$ cat src/rtl/sfifo_lvl.sv
// Synchronous FWFT FIFO with occupancy count, almost-full/almost-empty levels,
// flush and full-bypass write. Optional sticky error flags under `SFIFO_LVL_ERR_EN.
module sfifo_lvl #(
  parameter int FW         = 64,
  parameter int DW         = 8,
  parameter int AFULL_LVL  = FW - 2,
  parameter int AEMPTY_LVL = 1
) (
  input  logic                  i_clk,
  input  logic                  i_reset,
  input  logic                  i_flush,
  input  logic                  i_wr_en,
  input  logic [DW-1:0]         i_wr_data,
  output logic                  o_full,
  output logic                  o_afull,
  input  logic                  i_rd,
  output logic [DW-1:0]         o_rd_data,
  output logic                  o_empty,
  output logic                  o_aempty,
  output logic [$clog2(FW):0]   o_count,
  input  logic                  i_clr_err,
  output logic                  o_overflow,
  output logic                  o_underflow
);

  localparam int AW = $clog2(FW);
  localparam logic [AW:0] FULL_CNT   = (AW+1)'(FW);
  localparam logic [AW:0] AFULL_CNT  = (AW+1)'(AFULL_LVL);
  localparam logic [AW:0] AEMPTY_CNT = (AW+1)'(AEMPTY_LVL);
  localparam logic [AW:0] PTR_ONE    = (AW+1)'(1);

  logic [AW:0]   rd_ptr;
  logic [AW:0]   wr_ptr;
  logic [DW-1:0] mem [FW];
  logic          rd_acc;
  logic          wr_acc;

  // The extra wrap bit makes the modulo difference span 0..FW without ambiguity.
  assign o_count  = wr_ptr - rd_ptr;
  assign o_empty  = (o_count == '0);
  assign o_full   = (o_count == FULL_CNT);
  assign o_afull  = (o_count >= AFULL_CNT);
  assign o_aempty = (o_count <= AEMPTY_CNT);

  assign rd_acc = i_rd & ~o_empty;
  // A pop in the same cycle frees the slot, so a write while full still lands.
  assign wr_acc = i_wr_en & (~o_full | rd_acc);

  assign o_rd_data = mem[rd_ptr[AW-1:0]];

  // NOTE: sequential state uses non-blocking assignments so every register
  // samples the pre-edge values regardless of statement order.
  always_ff @(posedge i_clk) begin
    if (i_reset) begin
      rd_ptr <= '0;
      wr_ptr <= '0;
    end else if (i_flush) begin
      rd_ptr <= '0;
      wr_ptr <= '0;
    end else begin
      if (wr_acc) wr_ptr <= wr_ptr + PTR_ONE;
      if (rd_acc) rd_ptr <= rd_ptr + PTR_ONE;
    end
  end

  // NOTE: storage has no reset; the pointers alone define which entries are
  // valid, and leaving the array unreset lets it map onto RAM.
  always_ff @(posedge i_clk) begin
    if (!i_reset && !i_flush && wr_acc) mem[wr_ptr[AW-1:0]] <= i_wr_data;
  end

`ifdef SFIFO_LVL_ERR_EN
  logic overflow_q;
  logic underflow_q;

  // Set wins over a same-cycle clear; flush freezes the flags.
  always_ff @(posedge i_clk) begin
    if (i_reset) begin
      overflow_q  <= 1'b0;
      underflow_q <= 1'b0;
    end else if (!i_flush) begin
      if (i_wr_en && !wr_acc) overflow_q <= 1'b1;
      else if (i_clr_err)     overflow_q <= 1'b0;
      if (i_rd && o_empty)    underflow_q <= 1'b1;
      else if (i_clr_err)     underflow_q <= 1'b0;
    end
  end

  assign o_overflow  = overflow_q;
  assign o_underflow = underflow_q;
`else
  logic unused_clr_err;
  assign unused_clr_err = i_clr_err;
  assign o_overflow     = 1'b0;
  assign o_underflow    = 1'b0;
`endif

endmodule
$ cat config.mk
export PLATFORM = sky130hd
export DESIGN_NAME = sfifo_lvl
export DESIGN_NICKNAME = d
export VERILOG_FILES = /design/src/rtl/sfifo_lvl.sv
export SDC_FILE = /design/constraint.sdc
export NUM_CORES = 1
export LEC_CHECK = 0
export CORE_AREA = 2 2 234 236
export CTS_BUF_LIST = sky130_fd_sc_hd__clkbuf_8
export CTS_CLUSTER_SIZE = 30
export DETAILED_ROUTE_END_ITERATION = 8
export DIE_AREA = 0 0 236 238
export DONT_BUFFER_PORTS = 1
export SYNTH_ARGS = -nofsm -noshare
export SYNTH_HDL_FRONTEND = slang
export SYNTH_SLANG_ARGS = --single-unit
$ cat constraint.sdc
create_clock -name i_clk -period 3.55 [get_ports i_clk]
set_clock_uncertainty 0.05 [all_clocks]
set_input_delay 0.355 -clock i_clk [delete_from_list [all_inputs] [get_ports i_clk]]
set_output_delay 0.355 -clock i_clk [all_outputs]
set_load 0.02 [all_outputs]
== Word-level counts from Yosys, hierarchy flattened ==
Memories as Yosys holds them, arrays and structs flattened. A register that Yosys moved wholly into a read port is not among the register bits.
Cells that the tools add are included.
Storage, ports and cells
  register bits after elaboration: 14
  bits in writable memories: 512
  bits of input ports: 14
  output and inout port bits: 21
  memories: 1
Operators by class
  $add $sub $neg: 3
  order comparisons: 2
  eq/ne operators: 1
  multiplexer cells: 4
  bitwise logic cells: 5
  reductions and logical operators: 6
Memory list
  mem: depth 64, bits a word 8, rd ports 1, clocked after Yosys merged registers in 1, write ports 1, line 34  | logic [DW-1:0] mem [FW];
Operator list (number)
  $add A7 B1 Y7 const B: 2
  $mux W6: 2
  $eq A7 B7 Y1 const B: 1
  $ge A7 B6 Y1 const B: 1
  $le A7 B1 Y1 const B: 1
  $logic_not A7 Y1: 1
  $sub A7 B7 Y7: 1
  $and A1 B1 Y1: 2
  $logic_and A1 B1 Y1: 2
  $logic_not A1 Y1: 2
  $mux W1: 2
  $not A1 Y1: 2
  $reduce_or A2 Y1: 1
  $or A1 B1 Y1: 1

== Depth between registers and ports, before layout ==
  word-level depth: 9
  mapped depth: 14
  gate-level depth less buffers: 12

== Worst setup path after synthesis ==
OpenSTA, ideal clock, no wires.
  path kind: register to register
  start: register wr_ptr[0]
  end: memory mem[24][0], enable pin
  library setup time: 0.395 ns
  data arrival time: 3.450 ns
  path slack: -0.344 ns
  stages on the path, launching flop included: 14
  path buffers: 3
  cell sequence: dfxtp_1 clkbuf_1 inv_1 ha_1 inv_1 fa_1 xor2_1 nor3b_1 mux2_2 nand4_2 o31ai_4 buf_6 buf_6 nor4_1
On the way
  cells in the longest elaborated chain, start to end: 9
  elaborated cells between the ends (all ways): 11
Ends and longest elaborated chain
  start, declared: line 33  | logic [AW:0] wr_ptr;
  start signal, assigned: line 61  | if (wr_acc) wr_ptr <= wr_ptr + PTR_ONE;
  $sub A7 B7 Y7 (*): line 39  | assign o_count = wr_ptr - rd_ptr;
  via o_count[2]: line 20  | output logic [$clog2(FW):0] o_count,
  $logic_not A7 Y1: line 40  | assign o_empty = (o_count == '0);
  $not A1 Y1: line 45  | assign rd_acc = i_rd & ~o_empty;
  $and A1 B1 Y1: line 45
  $or A1 B1 Y1 (*): line 47  | assign wr_acc = i_wr_en & (~o_full | rd_acc);
  $and A1 B1 Y1 (*): line 47
  $logic_and A1 B1 Y1 (*): line 69  | if (!i_reset && !i_flush && wr_acc) mem[wr_ptr[AW-1:0]] <= i_wr_data;
  $mux W1 (*): line 69
  $mux W1 (not written as such) (*): line 69
  end, declared: line 34
Mark *: on every way through the listed nets, which the timed path passes. The rest lies on a longest branch.

==> results.ini <==
[drt]
initialDrtViolationCount=790
via_per_inst=5.47
wl_met2_um=24500
first_pass_iters=5
met3WireLength_um=2840
detail-route-antenna-nets=0
num_vias=10400
met1_length_um=20500
wl_um=48600
wl_per_cell_um=25.7
top_layer_used=met4
drc=0

[floorplanning]
die_area_sq_um=56200
start_util=0.396
die_w_um=236
ios=35
die_h_um=238
core_sq_um=53500
row_count=85

[synth]
synth_area_leader_cell=edfxtp_1
synth.top_cell.area_share=0.725
async_flop_share=0
postSynthCellCount=1007
seq_area_frac_synth=0.744
yosysUniqueCellTypes=57
syn_area_sq_um=21200
ys_top_cells_by_area=edfxtp_1, mux4_2, dfxtp_1
syn_avg_cell_area_sq_um=21.0
synth_flop_cell=edfxtp_1
yosys_warnings=0
synth_edf_count=512
synth_seq_cells=532

[grt]
grt_pass1_vias=10800
gr-usage-all-layers=0.177
grt.overflow.total=0
antenna_found_initial=0
grt_max_degree=65
grt_pass1_wl_um=72300

[cells_and_area]
multiInputGateArea_sq_um=5550
areaGrowthSynthToFinish_pct=17.5
diodes=0
final_cells=1893
nets=1149
fillers=4425
ff_latch_area_sq_um=15800
layout_common_cells=edfxtp_1, mux4_2, clkbuf_8
fin_util=0.466
mostFrequentLayoutCell=edfxtp_1
drive_above_1_share=0.374

[timing]
rsz0062_at_grt=yes
period_share=0.969
hold_viol_final=0
slew_violations=0
fmax_mhz=291
fin_crit_ns=3.44
relSlewSlack=0.289
tightest_slew_ns=1.06
finalSetupViolations=0
tns_ns=0

[cts]
clock_path_buffers=3
clock_latency_ns=0.66
cts_tree=done
clk_pin_slew_ns=0.06
clock_sinks=532
cts_buffers=88
htreeDepth=3
cts_root_buf=clkbuf_8

[hold_path]
holdPathStages=1
hp-class=in2reg
min_to=mem[49][2]$_DFFE_PP_
hp-start=i_wr_data[2]

[place]
dp.final_hpwl_um=28800
globalplace.congestion=0.789
portBuffers=0
place_inst=1715

[setup_path]
critPathMaxFanout=28
path_class=reg2out
worst-r2r-cell-count=11
setup.worst_path.start_class=register
endpoint_kind=output port
r2r_end=mem[2][3]$_DFFE_PP_
required_ns=3.14
arrival_ns=3.03
reg2reg_from=wr_ptr[0]$_SDFFE_PP0P_
reg2reg_slack_ns=0.16

[status]
run_status=finished, final reports clean

[run]
drv_cap=0

[pwr]
p_per_area_nw_per_um2=511
ir_worst_vdd_uv=359
leakage_nw=7.60

-- routing by layer --
layer / vias up / global-route usage
met5: - / 0
met4: 0 / 0.0519
met3: 66 / 0.0392
met2: 321 / 0.292
met1: 5488 / 0.238
li1: 4481 / -
-- how the worst max path moves through the flow --
stage / depth (start not counted) / to / slack (ns) / from
after floorplan: 12 / mem[42][0]$_DFFE_PP_ / -0.26 / wr_ptr[0]$_SDFFE_PP0P_
after global placement: 11 / mem[22][7]$_DFFE_PP_ / 0.16 / wr_ptr[0]$_SDFFE_PP0P_
after detailed placement: 12 / mem[36][5]$_DFFE_PP_ / 0.08 / wr_ptr[0]$_SDFFE_PP0P_
after CTS: 6 / o_rd_data[6] / 0.002 / register
after global routing: 12 / mem[5][2]$_DFFE_PP_ / -0.007 / wr_ptr[0]$_SDFFE_PP0P_
final: 5 / o_rd_data[2] / 0.11 / register
-- synthesized netlist by cell type (all sizes together) (2+ instances only) --
cell type  number
edfxtp        512
mux4          160
nor3           43
nand2          41
clkbuf         34
buf            29
nor2           24
nor4           21
dfxtp          20
a22oi          16
inv            14
ha              8
nand4           8
or3             7
a21oi           6
o21ai           6
xnor2           6
and2            5
nand3           5
nor2b           4
or2             4
a31oi           3
nor3b           3
o31ai           3
xor2            3
a211oi          2
a21o            2
a31o            2
o21a            2
-- what timing repair did --
item                       4_1_cts  5_1_grt
hold endpoints to repair       519        0
pin swaps                        1        2
hold buffers                    12        0
resized for setup               14       17
setup endpoints to repair        8      111
setup buffers                    2        0
gates cloned                     1        2
-- registers in the layout, indices dropped and copies added (netlist names), named ones only --
name and cells:
mem 512, rd_ptr 7, wr_ptr 7
-- stage by stage --
stage          area, sq um  hold slack [ns]  setup slack, ns  power [mW]
2_1_floorplan        21500            0.404           -0.257        7.58
3_3_place_gp         22800            0.410            0.159        7.77
3_5_place_dp         22800            0.410           0.0779        7.77
4_1_cts              24800          0.00287          0.00228        12.9
5_1_grt              24900          0.00461         -0.00748        13.2
6_report             24900           0.0212            0.110        12.7
-- worst max-delay path, cell delays in order, from the launching register on --
cell and delay, ns:
dfxtp_4 0.44, buf_12 0.27, mux4_2 0.56, mux4_2 0.56
a22oi_1 0.32, nand2_2 0.21
-- final cells by class --
type / instances / area share
flip-flops and latches: 532 / 0.634
multi-input cells: 399 / 0.223
clock buffers: 93 / 0.0514
repair buffers: 91 / 0.0419
well taps: 696 / 0.0350
clock inverters: 68 / 0.0132
inverters: 14 / 0.00211
-- cells by family after synthesis --
kind of cell	count (synthesis)	share of synthesized area
mux	162	0.171
buf+inv	77	0.0169
fa+ha+maj	9	0.00567
other cells	1	0.000177
compound gates	46	0.0168
flops	532	0.744
xor+xnor	9	0.00407
simple gates	171	0.0410
-- power breakdown --
group	switching (mW)	internal [mW]	total (mW)	leakage, nW
clock network	2.36	2.56	4.92	0.956
registers	0.0106	6.88	6.89	4.77
logic	0.519	0.408	0.927	1.88
(Power assumes the default switching activity.)
